`config.mk`:
```
export PLATFORM = sky130hd
export DESIGN_NAME = mem_port_arbiter
export DESIGN_NICKNAME = d
export VERILOG_FILES = /design/src/rtl/mem_arb_pkg.sv /design/src/rtl/arb_pick.sv /design/src/rtl/mem_port_arbiter.sv
export SDC_FILE = /design/constraint.sdc
export NUM_CORES = 1
export LEC_CHECK = 0
export ABC_AREA = 1
export CAP_MARGIN = 5
export CELL_PAD_IN_SITES_DETAIL_PLACEMENT = 1
export CELL_PAD_IN_SITES_GLOBAL_PLACEMENT = 1
export CORE_ASPECT_RATIO = 1.1
export CORE_MARGIN = 3
export CORE_UTILIZATION = 32
export CTS_CLUSTER_SIZE = 16
export DETAILED_ROUTE_END_ITERATION = 8
export PLACE_DENSITY = 0.91
export SYNTH_ARGS = -nofsm -noshare
export SYNTH_HDL_FRONTEND = slang
export SYNTH_SLANG_ARGS = --single-unit
```
`constraint.sdc`:
```
create_clock -name CLK_CPU -period 2 [get_ports CLK_CPU]
set_clock_uncertainty 0.1 [all_clocks]
set_input_delay 0.6 -clock CLK_CPU [delete_from_list [all_inputs] [get_ports CLK_CPU]]
set_output_delay 0.6 -clock CLK_CPU [all_outputs]
set_load 0.02 [all_outputs]
```
`src/rtl/mem_arb_pkg.sv`:
```
// Shared types and constants for the memory port arbiter.
//   arb_state_t : transaction FSM states (IDLE -> ISSUE -> WAIT -> IDLE)
//   owner_t     : which requester owns the current transaction
//   SIZE_*      : access size encodings on d_size / mem_size
package mem_arb_pkg;

  typedef enum logic [1:0] {
    IDLE  = 2'd0,
    ISSUE = 2'd1,
    WAIT  = 2'd2
  } arb_state_t;

  typedef enum logic {
    OWN_IF = 1'b0,
    OWN_D  = 1'b1
  } owner_t;

  localparam logic [1:0] SIZE_B = 2'd0;
  localparam logic [1:0] SIZE_H = 2'd1;
  localparam logic [1:0] SIZE_W = 2'd2;

endpackage

```
`src/rtl/arb_pick.sv`:
```
// Winner selection between instruction fetch and data requesters.
// Optional feature macro: ARB_ROUND_ROBIN_EN
//   defined   : on a tie, the requester not served last wins (needs last_owner)
//   undefined : fixed priority, data beats fetch
// Ports:
//   last_owner (in, only with ARB_ROUND_ROBIN_EN) owner of the previous grant
//   if_req, d_req (in)  requests
//   winner (out)        selected owner, valid when any is high
//   any (out)           at least one request pending
module arb_pick
  import mem_arb_pkg::*;
(
`ifdef ARB_ROUND_ROBIN_EN
  input  owner_t last_owner,
`endif
  input  logic   if_req,
  input  logic   d_req,
  output owner_t winner,
  output logic   any
);

  always_comb begin
    any    = if_req | d_req;
    winner = OWN_IF;
    if (if_req && d_req) begin
`ifdef ARB_ROUND_ROBIN_EN
      winner = (last_owner == OWN_D) ? OWN_IF : OWN_D;
`else
      winner = OWN_D;
`endif
    end else if (d_req) begin
      winner = OWN_D;
    end
  end

endmodule

```
`src/rtl/mem_port_arbiter.sv`:
```
// Shares one memory port between core instruction fetch (IF) and load/store (D).
// One outstanding transaction; the winner's request is latched, driven to the backend,
// and the response is routed back to the owner as a single-cycle pulse.
// Optional feature macro: ARB_ROUND_ROBIN_EN (round-robin tie break, see arb_pick).
// Ports:
//   CLK_CPU, resetn                     clock, async active-low reset
//   if_req/if_addr -> if_gnt/if_rdata/if_rvalid           fetch side
//   d_req/d_we/d_size/d_addr/d_wdata -> d_gnt/d_rdata/d_rvalid/d_wdone   data side
//   mem_req/mem_we/mem_size/mem_addr/mem_wdata, mem_ready/mem_rvalid/mem_rdata/mem_wdone
//   busy   : transaction in progress
//   debug  : [1:0] state, [2] owner, [3] sticky spurious-response flag,
//            [15:8] IF grant count, [23:16] D grant count
module mem_port_arbiter
  import mem_arb_pkg::*;
#(
  parameter int unsigned ADDR_W = 32,
  parameter int unsigned DATA_W = 32
) (
  input  logic              CLK_CPU,
  input  logic              resetn,
  input  logic              if_req,
  input  logic [ADDR_W-1:0] if_addr,
  output logic              if_gnt,
  output logic [DATA_W-1:0] if_rdata,
  output logic              if_rvalid,
  input  logic              d_req,
  input  logic              d_we,
  input  logic [1:0]        d_size,
  input  logic [ADDR_W-1:0] d_addr,
  input  logic [DATA_W-1:0] d_wdata,
  output logic              d_gnt,
  output logic [DATA_W-1:0] d_rdata,
  output logic              d_rvalid,
  output logic              d_wdone,
  output logic              mem_req,
  output logic              mem_we,
  output logic [1:0]        mem_size,
  output logic [ADDR_W-1:0] mem_addr,
  output logic [DATA_W-1:0] mem_wdata,
  input  logic              mem_ready,
  input  logic              mem_rvalid,
  input  logic [DATA_W-1:0] mem_rdata,
  input  logic              mem_wdone,
  output logic              busy,
  output logic [31:0]       debug
);

  arb_state_t        r_state, w_state_next;
  owner_t            r_owner;
  logic              r_we;
  logic [1:0]        r_size;
  logic [ADDR_W-1:0] r_addr;
  logic [DATA_W-1:0] r_wdata;
  logic [DATA_W-1:0] r_if_rdata, r_d_rdata;
  logic              r_if_rvalid, r_d_rvalid, r_d_wdone;
  logic              r_err;
  logic [7:0]        r_if_cnt, r_d_cnt;

  owner_t w_winner;
  logic   w_any, w_grant, w_accept, w_complete, w_spurious;

`ifdef ARB_ROUND_ROBIN_EN
  owner_t r_last_owner;
`endif

  arb_pick u_arb_pick (
`ifdef ARB_ROUND_ROBIN_EN
    .last_owner (r_last_owner),
`endif
    .if_req     (if_req),
    .d_req      (d_req),
    .winner     (w_winner),
    .any        (w_any)
  );

  assign w_grant = (r_state == IDLE) && w_any;
  // Grants are forced low while reset is asserted, even though they are combinational.
  assign if_gnt  = resetn && w_grant && (w_winner == OWN_IF);
  assign d_gnt   = resetn && w_grant && (w_winner == OWN_D);

  // A response is only acceptable once the backend has taken the request (WAIT, or the
  // accepting ISSUE cycle) and only of the kind matching the latched direction.
  assign w_accept   = (r_state == WAIT) || ((r_state == ISSUE) && mem_ready);
  assign w_complete = w_accept && (r_we ? mem_wdone : mem_rvalid);
  assign w_spurious = (mem_rvalid && !(w_accept && !r_we)) ||
                      (mem_wdone && !(w_accept && r_we));

  always_comb begin
    w_state_next = r_state;
    unique case (r_state)
      IDLE:    if (w_any) w_state_next = ISSUE;
      ISSUE:   if (w_complete) w_state_next = IDLE;
               else if (mem_ready) w_state_next = WAIT;
      WAIT:    if (w_complete) w_state_next = IDLE;
      default: w_state_next = IDLE;
    endcase
  end

  always_ff @(posedge CLK_CPU or negedge resetn) begin
    if (!resetn) begin
      r_state     <= IDLE;
      r_owner     <= OWN_IF;
      r_we        <= 1'b0;
      r_size      <= 2'd0;
      r_addr      <= '0;
      r_wdata     <= '0;
      r_if_rdata  <= '0;
      r_d_rdata   <= '0;
      r_if_rvalid <= 1'b0;
      r_d_rvalid  <= 1'b0;
      r_d_wdone   <= 1'b0;
      r_err       <= 1'b0;
      r_if_cnt    <= 8'd0;
      r_d_cnt     <= 8'd0;
    end else begin
      r_state     <= w_state_next;
      r_if_rvalid <= 1'b0;
      r_d_rvalid  <= 1'b0;
      r_d_wdone   <= 1'b0;
      if (w_spurious) r_err <= 1'b1;
      if (w_grant) begin
        r_owner <= w_winner;
        if (w_winner == OWN_D) begin
          r_we    <= d_we;
          r_size  <= d_size;
          r_addr  <= d_addr;
          r_wdata <= d_wdata;
          r_d_cnt <= r_d_cnt + 8'd1;
        end else begin
          r_we     <= 1'b0;
          r_size   <= SIZE_W;
          r_addr   <= if_addr;
          r_wdata  <= '0;
          r_if_cnt <= r_if_cnt + 8'd1;
        end
      end
      if (w_complete) begin
        if (r_we) begin
          r_d_wdone <= 1'b1;
        end else if (r_owner == OWN_D) begin
          r_d_rdata  <= mem_rdata;
          r_d_rvalid <= 1'b1;
        end else begin
          r_if_rdata  <= mem_rdata;
          r_if_rvalid <= 1'b1;
        end
      end
    end
  end

`ifdef ARB_ROUND_ROBIN_EN
  always_ff @(posedge CLK_CPU or negedge resetn) begin
    if (!resetn) begin
      r_last_owner <= OWN_IF;
    end else if (w_grant) begin
      r_last_owner <= w_winner;
    end
  end
`endif

  assign mem_req   = (r_state == ISSUE);
  assign mem_we    = r_we;
  assign mem_size  = r_size;
  assign mem_addr  = r_addr;
  assign mem_wdata = r_wdata;
  assign if_rdata  = r_if_rdata;
  assign if_rvalid = r_if_rvalid;
  assign d_rdata   = r_d_rdata;
  assign d_rvalid  = r_d_rvalid;
  assign d_wdone   = r_d_wdone;
  assign busy      = (r_state != IDLE);
  assign debug     = {8'd0, r_d_cnt, r_if_cnt, 4'd0, r_err, r_owner, r_state};

endmodule

```
==> results.md <==
- Crit path max fanout: 2
- Violations in the final reports: negative setup slack
- Cell Area, Placed: 0.009856 mm²
- NetSw: 6732 µW
- GRT Overall Usage: 20.70%
- Primary FF master, synth: dfrtp_1
- Routed Antenna Nets: 0
- Area delta synth->final: 58.24%
- # setup viols final: 4
- Launching point of the worst reg2reg path: r_state[0]
- Dpl ws: -0.7253 ns
- DRT Wirelength: 23200 µm
- Outcome: finished, violations left
- Seq/Total Area, Yosys: 59.06%
- Max-cap viol count: 0
- Latest clock arrival within the worst-skew pair: 0.42 ns
- TritonCTS clock tree: done
- Relative slew slack: 36.62%
- Sw Share: 42.48%
- Cell Pwr Density: 1535 mW/mm²
- Residual DRC: 0
- Longest Clk Path Bufs: 2
- Sequential group share of total power: 33.0%
- Post-CTS Hold Buffers: 0
- Async set-reset flop share out of synthesis: 100.0%
- Combinational family with the most area after synthesis: simple AND/OR/NAND/NOR gates
- Yosys cell types: 28
- Post-synthesis mux area share: 0%
- Total grt overflow: 0
- R2R depth: 9
- Clk slew on worst S/H paths: 0.07 ns
- First-pass GRT wire length: 35960 µm
- I/O Pins: 308
- Comb power frac: 45.9%
- Cells after synthesis: 707
- Power Internal: 9115 µW
- Ratio of cells with drive above 1 in the final layout: 12.51%
- CTS Sinks: 154
- Register Area: 0.003854 mm²
- Synth Area in XOR/XNOR: 1.074%
- Die width: 142.2 µm
- PortBufs: 295
- Min-delay worst type: input pin to async pin
- CP endpoint kind: output pin
- Nets: 1166
- Part of the cycle the worst path needs: 104.4%
- YS warnings: 0
- Filler instances: 2309
- Post-Synth Adder-Cell Area: 0.3835%
- Clk Tree Root Cell: clkbuf_16
- Final core occ: 51.80%
- Synthesized area: 0.006525 mm²
- Final Hold Viols: 0
- Total CTS buffers: 17
- Max-slew violation count: 0
- Post-synthesis compound-gate area fraction: 7.632%
- Clk pwr share: 21.2%
- Initial antenna violation count: 0
- R2R setup slack: 0.26 ns
- Final WS setup: -0.08817 ns
- Fin cells: 1291
- Most frequent cells after synthesis: nand2_1, dfrtp_1, inv_1
- Simple-Gate Fraction of Synth Area: 23.07%
- Critical path origin: r_state[1]
- Detailed Place HPWL: 17690 µm
- Row count: 54
- Least-Margin Pin Slew: 0.9508 ns
- DR pass1 iterations: 4
- Die footprint: 0.02214 mm²
- Core area: 0.01993 mm²
- Unrepaired setup endpoints after global routing: yes
- H-Tree Depth: 4
- Footprint of the multi-input gates: 0.002161 mm²
- CP Class: flop to output pin
- ANT cells: 0
- RR Endpoint: if_rdata[17]
- Final Cell Area: 0.01032 mm²
- Worst EP arrival: 1.39 ns
- Drt initial violations: 216
- Die H: 155.8 µm
- Starting density of the core: 32.74%
- Routed via count: 6064
- Most frequent cell after synthesis: nand2_1
- Largest net degree at the start of global routing: 84
- Vias in the first global route: 6744
- Leading area contributor after synthesis: dfrtp_1
- Fin crit period: 2.088 ns
- Synth top area share: 59.06%
- EDFF count, synth: 0
- Post-Place Cells: 1255
- Vias per cell: 4.697
- Yosys reg bits: 154
- Largest cells by area after synthesis: dfrtp_1, nand2_1, o21ai_2
- WL per Instance: 17.97 µm
- Final TNS setup: -0.2512 ns
- IR Drop Worst-Case VDD: 0.5951 mV
- Setup crit start kind: flop
- Worst EP required: 1.30 ns
- Static leakage: 0.005421 µW
- Routability cong.: 0.7941
- Synth Area per Inst: 9.229 µm²
- FMAX: 478.9 MHz
- Critical path endpoint: if_gnt
[layer usage]
metal	track usage (%)	vias up	part of all wire, %
met4	6.353	0	2.3
met1	22.93	2962	38
met5	0	-	0
met3	7.235	41	8.4
met2	37.22	253	52
li1	-	2808	-
[cell families after synthesis]
| group | Yosys count |
|---|---|
| fa+ha+maj | 2 |
| simple gates | 372 |
| xor+xnor | 8 |
| compound gates | 70 |
| other cells | 1 |
| buf+inv | 100 |
| flops | 154 |
[timing repair]
action / CTS / global route
hold endpoints to repair: 0 / 0
buffers inserted: 1 / 3
gates resized for setup: 187 / 10
endpoints found under the setup margin: 158 / 7
pin swaps: 1 / 1
[critical path, stage by stage, from the launching register on]
cell and delay (ns):
dfrtp_1 0.41, nor2_4 0.15, buf_12 0.13, nand3_4 0.07, nor2_4 0.09, buf_6 0.12
[flip-flops by register name (all words and copies together) (netlist names)]
register	cells
r_state	2
if_rdata	32
d_rdata	32
r_err	1
mem_addr	32
mem_size	2
r_if_cnt	8
r_owner	1
d_wdone	1
if_rvalid	1
mem_we	1
r_d_cnt	8
mem_wdata	32
d_rvalid	1
[stage by stage]
step	power, µW	hold slack [ns]
2_1_floorplan	9169	0.2044
3_3_place_gp	12990	0.3570
3_5_place_dp	13410	0.3652
4_1_cts	15990	0.2457
5_1_grt	16850	0.2612
6_report	15850	0.2273
[worst min path at each step]
stage                             from       endpoint  slack (ns)
final                           resetn  mem_wdata[17]        0.23
after global routing            resetn   if_rdata[11]        0.26
after CTS                       resetn    if_rdata[9]        0.25
after detailed placement  mem_wdata[0]   mem_wdata[0]        0.37
after global placement           r_err          r_err        0.36
after floorplan                 resetn     d_rdata[0]        0.20
[power by group through the flow]
stage	logic [µW]	registers, µW	clock network, µW
finish	7270	5230	3350
global route	7880	5390	3580
CTS	7300	5240	3450
detailed placement	8080	5330	0
global placement	7780	5210	0
floorplan	2380	6790	0
[cell type report]
class	instances	area share (%)
Clock inverter	15	1.733
Sequential cell	154	37.32
Multi-Input combinational cell	464	20.93
Inverter	55	2.024
Timing Repair Buffer	334	30.82
Clock buffer	17	4.120
Tap cell	252	3.054
[cells in the final DEF (no fill, tap or decap), types with 3 or more instances in the layout]
| master | Yosys | layout |
|---|---|---|
| nand2_1 | 305 | 305 |
| dfrtp_1 | 154 | 154 |
| dlygate4sd2_1 | 0 | 151 |
| clkdlybuf4s50_1 | 0 | 134 |
| inv_1 | 53 | 50 |
| nand3_1 | 40 | 40 |
| o21ai_2 | 37 | 36 |
| buf_4 | 20 | 30 |
| o21ai_0 | 18 | 18 |
| clkbuf_16 | 0 | 17 |
| nor2_1 | 16 | 14 |
| o21ai_1 | 12 | 12 |
| conb_1 | 1 | 12 |
| buf_12 | 0 | 10 |
| xor2_1 | 6 | 6 |
| inv_6 | 0 | 5 |
| buf_6 | 15 | 5 |
| inv_2 | 2 | 4 |
| clkinv_4 | 0 | 3 |
| inv_8 | 0 | 3 |
No activity file was read; power rests on OpenSTA's default activity.
